[src/rtl/dcm_sequencer.sv]
// DCM_SP power-up / lock-recovery sequencer running on the 50 MHz CLKIN net.
// Latency: locked is seen 2 cycles late (2-flop synchroniser); all outputs are registered.
// Backpressure: none; a lost lock triggers a bounded number of DCM resets, then a sticky fail.
module dcm_sequencer #(
  parameter int RST_CYCLES    = 8,
  parameter int LOCK_TIMEOUT  = 65535,
  parameter int STABLE_CYCLES = 1023,
  parameter int MAX_RETRIES   = 7
) (
  input  logic       clock,
  input  logic       reset,
  input  logic       locked,
  output logic       dcm_reset,
  output logic       sys_reset,
  output logic       ready,
  output logic       fail,
  output logic [3:0] retries
);

  // One shared counter, sized for the largest of the three cycle-count parameters.
  localparam int MAX_A = (RST_CYCLES > LOCK_TIMEOUT) ? RST_CYCLES : LOCK_TIMEOUT;
  localparam int MAX_P = (MAX_A > STABLE_CYCLES) ? MAX_A : STABLE_CYCLES;
  localparam int CNT_W = $clog2(MAX_P + 1);

  localparam logic [CNT_W-1:0] RST_LAST    = CNT_W'(RST_CYCLES - 1);
  localparam logic [CNT_W-1:0] TIMEOUT_LAST = CNT_W'(LOCK_TIMEOUT - 1);
  localparam logic [CNT_W-1:0] STABLE_LAST = CNT_W'(STABLE_CYCLES - 1);
  localparam logic [3:0]       MAX_R       = 4'(MAX_RETRIES);

  typedef enum logic [2:0] {
    S_RST,
    S_WAIT_LOCK,
    S_STABLE,
    S_RUN,
    S_FAIL
  } state_e;

  state_e           state_q, state_d;
  logic [CNT_W-1:0] cnt_q, cnt_d;
  logic [3:0]       retries_q, retries_d;
  logic             dcm_reset_q, dcm_reset_d;
  logic             sys_reset_q, sys_reset_d;
  logic             ready_q, ready_d;
  logic             fail_q, fail_d;
  logic             sync0_q, locked_s_q;
  logic             retry;

  // Two-flop synchroniser for the asynchronous LOCKED signal.
  always_ff @(posedge clock) begin
    if (reset) begin
      sync0_q    <= 1'b0;
      locked_s_q <= 1'b0;
    end else begin
      sync0_q    <= locked;
      locked_s_q <= sync0_q;
    end
  end

  // Next-state, counter, retry bookkeeping and registered-output values.
  always_comb begin
    state_d   = state_q;
    cnt_d     = cnt_q;
    retries_d = retries_q;
    retry     = 1'b0;

    case (state_q)
      S_RST: begin
        cnt_d = cnt_q + CNT_W'(1);
        if (cnt_q == RST_LAST) state_d = S_WAIT_LOCK;
      end
      S_WAIT_LOCK: begin
        cnt_d = cnt_q + CNT_W'(1);
        // Lock takes priority over a timeout landing on the same cycle.
        if (locked_s_q)                 state_d = S_STABLE;
        else if (cnt_q == TIMEOUT_LAST) retry   = 1'b1;
      end
      S_STABLE: begin
        cnt_d = cnt_q + CNT_W'(1);
        // Any dropout restarts from a fresh DCM reset, not just the stability count.
        if (!locked_s_q)               retry   = 1'b1;
        else if (cnt_q == STABLE_LAST) state_d = S_RUN;
      end
      S_RUN: begin
        if (!locked_s_q) retry = 1'b1;
      end
      S_FAIL: begin
        state_d = S_FAIL;
      end
      default: begin
        state_d = S_RST;
      end
    endcase

    // retries is bounded by MAX_RETRIES (<= 15), so it can never wrap.
    if (retry) begin
      if (retries_q < MAX_R) begin
        retries_d = retries_q + 4'd1;
        state_d   = S_RST;
      end else begin
        state_d   = S_FAIL;
      end
    end

    if (state_d != state_q) cnt_d = '0;

    // Outputs follow the state being entered so they change on the transition edge.
    dcm_reset_d = (state_d == S_RST) || (state_d == S_FAIL);
    sys_reset_d = (state_d != S_RUN);
    ready_d     = (state_d == S_RUN);
    fail_d      = (state_d == S_FAIL);
  end

  // State, counter, retry count and output registers.
  always_ff @(posedge clock) begin
    if (reset) begin
      state_q     <= S_RST;
      cnt_q       <= '0;
      retries_q   <= 4'd0;
      dcm_reset_q <= 1'b1;
      sys_reset_q <= 1'b1;
      ready_q     <= 1'b0;
      fail_q      <= 1'b0;
    end else begin
      state_q     <= state_d;
      cnt_q       <= cnt_d;
      retries_q   <= retries_d;
      dcm_reset_q <= dcm_reset_d;
      sys_reset_q <= sys_reset_d;
      ready_q     <= ready_d;
      fail_q      <= fail_d;
    end
  end

  assign dcm_reset = dcm_reset_q;
  assign sys_reset = sys_reset_q;
  assign ready     = ready_q;
  assign fail      = fail_q;
  assign retries   = retries_q;

endmodule

[config.mk]
export PLATFORM = sky130hd
export DESIGN_NAME = dcm_sequencer
export DESIGN_NICKNAME = d
export VERILOG_FILES = /design/src/rtl/dcm_sequencer.sv
export SDC_FILE = /design/constraint.sdc
export NUM_CORES = 1
export LEC_CHECK = 0
export ABC_AREA = 1
export CAP_MARGIN = 10
export CORE_MARGIN = 5
export CORE_UTILIZATION = 40
export CTS_CLUSTER_SIZE = 14
export DETAILED_ROUTE_END_ITERATION = 16
export SETUP_SLACK_MARGIN = 0.05
export SYNTH_ARGS = -nofsm -noshare
export SYNTH_HDL_FRONTEND = slang
export SYNTH_SLANG_ARGS = --single-unit
export TNS_END_PERCENT = 50
[constraint.sdc]
create_clock -name clock -period 3.2 [get_ports clock]
set_input_delay 0.64 -clock clock [delete_from_list [all_inputs] [get_ports clock]]
set_output_delay 0.64 -clock clock [all_outputs]
set_load 0.01 [all_outputs]
==> run_results.csv <==
group,metric,value,unit
run_status,status,"finished, final reports clean",
critical_path,worstSetupPathType,"flip-flop to output port",
floorplanning,ios,11,
min_path,hp-start,"sync0_q",
finish,synthToLayoutAreaGrowth,14.0,%
synthesis,synth_cells,195,
finish,antenna_cells_inserted,0,
critical_path,cp.required,2.56,ns
finish,fillers,377,
synthesis,synth_top_area_cell,"dfxtp_1",
clock_tree,clock_sinks,29,
global_routing,grt_usage,11.6,%
synthesis,syn_nets,201,
drt,vias,1155,
global_routing,grt_pass1_vias,1025,
clock_tree,clockRootBuffer,"clkbuf_8",
synthesis,yosys-top-cells-area,"dfxtp_1, nor2_1, nand2_1, nor2_4, xor2_1",
min_path,hold_path_end,"locked_s_q",
finish,final_common_cell,"nor2_1",
critical_path,path_cells,"clkdlybuf4s50_1",
drt,viasPerCell,4.48,
placed_design,place_congestion,0.754,
critical_path,start_kind,"flip-flop",
floorplanning,core,3660,um2
critical_path,path_max_fanout,5,
critical_path,worst-r2r-cell-count,11,
synthesis,synth-seq-area-share,38.3,%
critical_path,critical_path_arrival,1.25,ns
placed_design,place_ws,1.01,ns
sta,setup_ws,1.31,ns
global_routing,grt.overflow.total,0,
global_routing,grt_max_degree,17,
sta,rsz0062_at_grt,"no",
floorplanning,die-height,71.5,um
sta,skew,0.00758,ns
drt,finalWirelength,2.52,mm
clock_tree,cts_resized,0,
placed_design,port-buffer-count,10,
finish,drive_gt1_share,14.3,%
drt,ant_nets,0,
finish,final_nets,215,
sta,fin_tns_setup,0,ns
finish,fin_cells,258,
drt,drc_errors,0,
power_and_ir_drop,powerDensity,408,nW/um2
placed_design,hpwl,1.87,mm
finish,mostFrequentLayoutCells,"nor2_1, nand2_1, dfxtp_1",
drt,dr.pass1.iters,4,
sta,fmax,0.529,GHz
power_and_ir_drop,power_leakage,0.616,nW
global_routing,grt_pass1_wl,4.59,mm
power_and_ir_drop,vdd_drop_max,0.000222,V
clock_tree,cts-hold-fix-buffers,0,
global_routing,antenna_found_initial,0,
drt,drtIter0Drc,32,
sta,period_needed,1.89,ns
floorplanning,die-area,5120,um2
clock_tree,cts_buffers,5,
critical_path,regToRegStartpoint,"cnt_q[0]",
synthesis,synth_top_area_share,38.3,%
clock_tree,post_cts_buffers,0,
finish,seq_area,581,um2
synthesis,ys_types,28,
clock_tree,htreeDepth,2,
sta,setup_viol,0,
critical_path,max_stage_delay,0.57,ns
floorplanning,die_w,71.5,um
sta,worst_pin_slew,0.404,ns
min_path,min_path_type,"flip-flop to flip-flop",
synthesis,postSynthAreaPerCell,7.77,um2
placed_design,place_inst,250,
sta,drv_slew,0,
critical_path,startpoint,"retries[0]",
critical_path,r2r-end,"cnt_q[9]",
min_path,worstHoldPathCells,2,
critical_path,cp_num_buf_inv,1,
clock_tree,clk_pin_slew,0.07,ns
sta,finalCritPeriodShare,59.1,%
synthesis,ys_warn_count,0,
drt,wl_per_cell,9.75,um
finish,multi_input_area,817,um2
floorplanning,start_util,41.4,%
synthesis,ys_seq_elements,29,
critical_path,endpoint_kind,"output port",
critical_path,crit_path_top_delay_cell,"clkdlybuf4s50_1",
flow_run,cap_viol_max_count,0,
critical_path,cpLargestDelayFamily,"buffers and inverters",
critical_path,reg2reg_slack,1.33,ns
clock_tree,cts_tree,"built",
synthesis,synth_area,1520,um2
sta,relSlewSlack,73.1,%
clock_tree,cts_buffer_depth,2,
sta,hold_viol,0,
floorplanning,num_rows,22,
clock_tree,clk_latency,0.29,ns
-- report_power, final --
group | switching (mW) | internal [mW]
clock network | 0.147 | 0.150
logic | 0.0224 | 0.0139
registers | 0.00566 | 0.366
-- sequential cells by signal, summed over array words and instances (netlist names) --
signal / flops
fail: 1
state_q: 3
sync0_q: 1
sys_reset: 1
cnt_q: 16
ready: 1
dcm_reset: 1
retries: 4
locked_s_q: 1
-- final cells by class --
type                       instances  area share [%]
clock buffer                       5            3.99
clock inverter                     3            1.01
inverter                          22            4.78
multi-input combinational        141            47.3
sequential                        29            33.6
tap                               48            3.48
timing repair buffer              10            5.80
-- routing by layer --
layer	wire, um	global-route usage [%]	share of wire (%)	vias up
met3	88	4.21	3.5	7
met2	1060	15.7	42	11
li1	-	-	-	629
met1	1290	15.5	51	508
met5	0	0	0	-
met4	77	6.89	3.1	0
-- cells in the mapped netlist (all sizes together) --
| cell | n |
|---|---|
| o21bai | 2 |
| a21oi | 7 |
| ha | 3 |
| buf | 2 |
| nand4 | 1 |
| nor2 | 53 |
| dfxtp | 29 |
| nand2 | 39 |
| nor3 | 4 |
| inv | 21 |
| clkinv | 1 |
| nand3b | 1 |
| nand3 | 13 |
| o211ai | 1 |
| xnor2 | 6 |
| clkbuf | 1 |
| o21ai | 1 |
| xor2 | 10 |
-- kinds of logic (layout without fill, tap and decap cells) --
kind of cell | Yosys count | count (layout) | synth area share (%)
AO/OA/AOI/OAI | 11 | 11 | 4.62
XOR/XNOR | 16 | 16 | 9.25
adder cells (fa/ha/maj) | 3 | 3 | 2.48
buffers and inverters | 25 | 40 | 7.76
flip-flops | 29 | 29 | 38.3
AND/OR/NAND/NOR | 111 | 111 | 37.6
-- worst max path at each step --
| stage | endpoint | slack, ns | cells past startpoint |
|---|---|---|---|
| floorplan | cnt_q[1] | 1.64 | 13 |
| global placement | cnt_q[11] | 1.05 | 4 |
| detailed placement | cnt_q[9] | 1.01 | 4 |
| CTS | retries[0] | 1.30 | 1 |
| global route | cnt_q[12] | 1.17 | 11 |
| finish | retries[0] | 1.31 | 1 |
-- stage by stage --
stage	hold slack [ns]	power [mW]	instance area, um2	util (%)
6_report	0.404	0.704	1730	47.2
5_1_grt	0.431	0.741	1730	47.2
4_1_cts	0.406	0.717	1730	47.2
3_5_place_dp	0.396	0.417	1640	44.8
3_3_place_gp	0.392	0.417	1640	44.8
2_1_floorplan	0.388	0.412	1520	-
No activity file was read; power rests on OpenSTA's default activity.
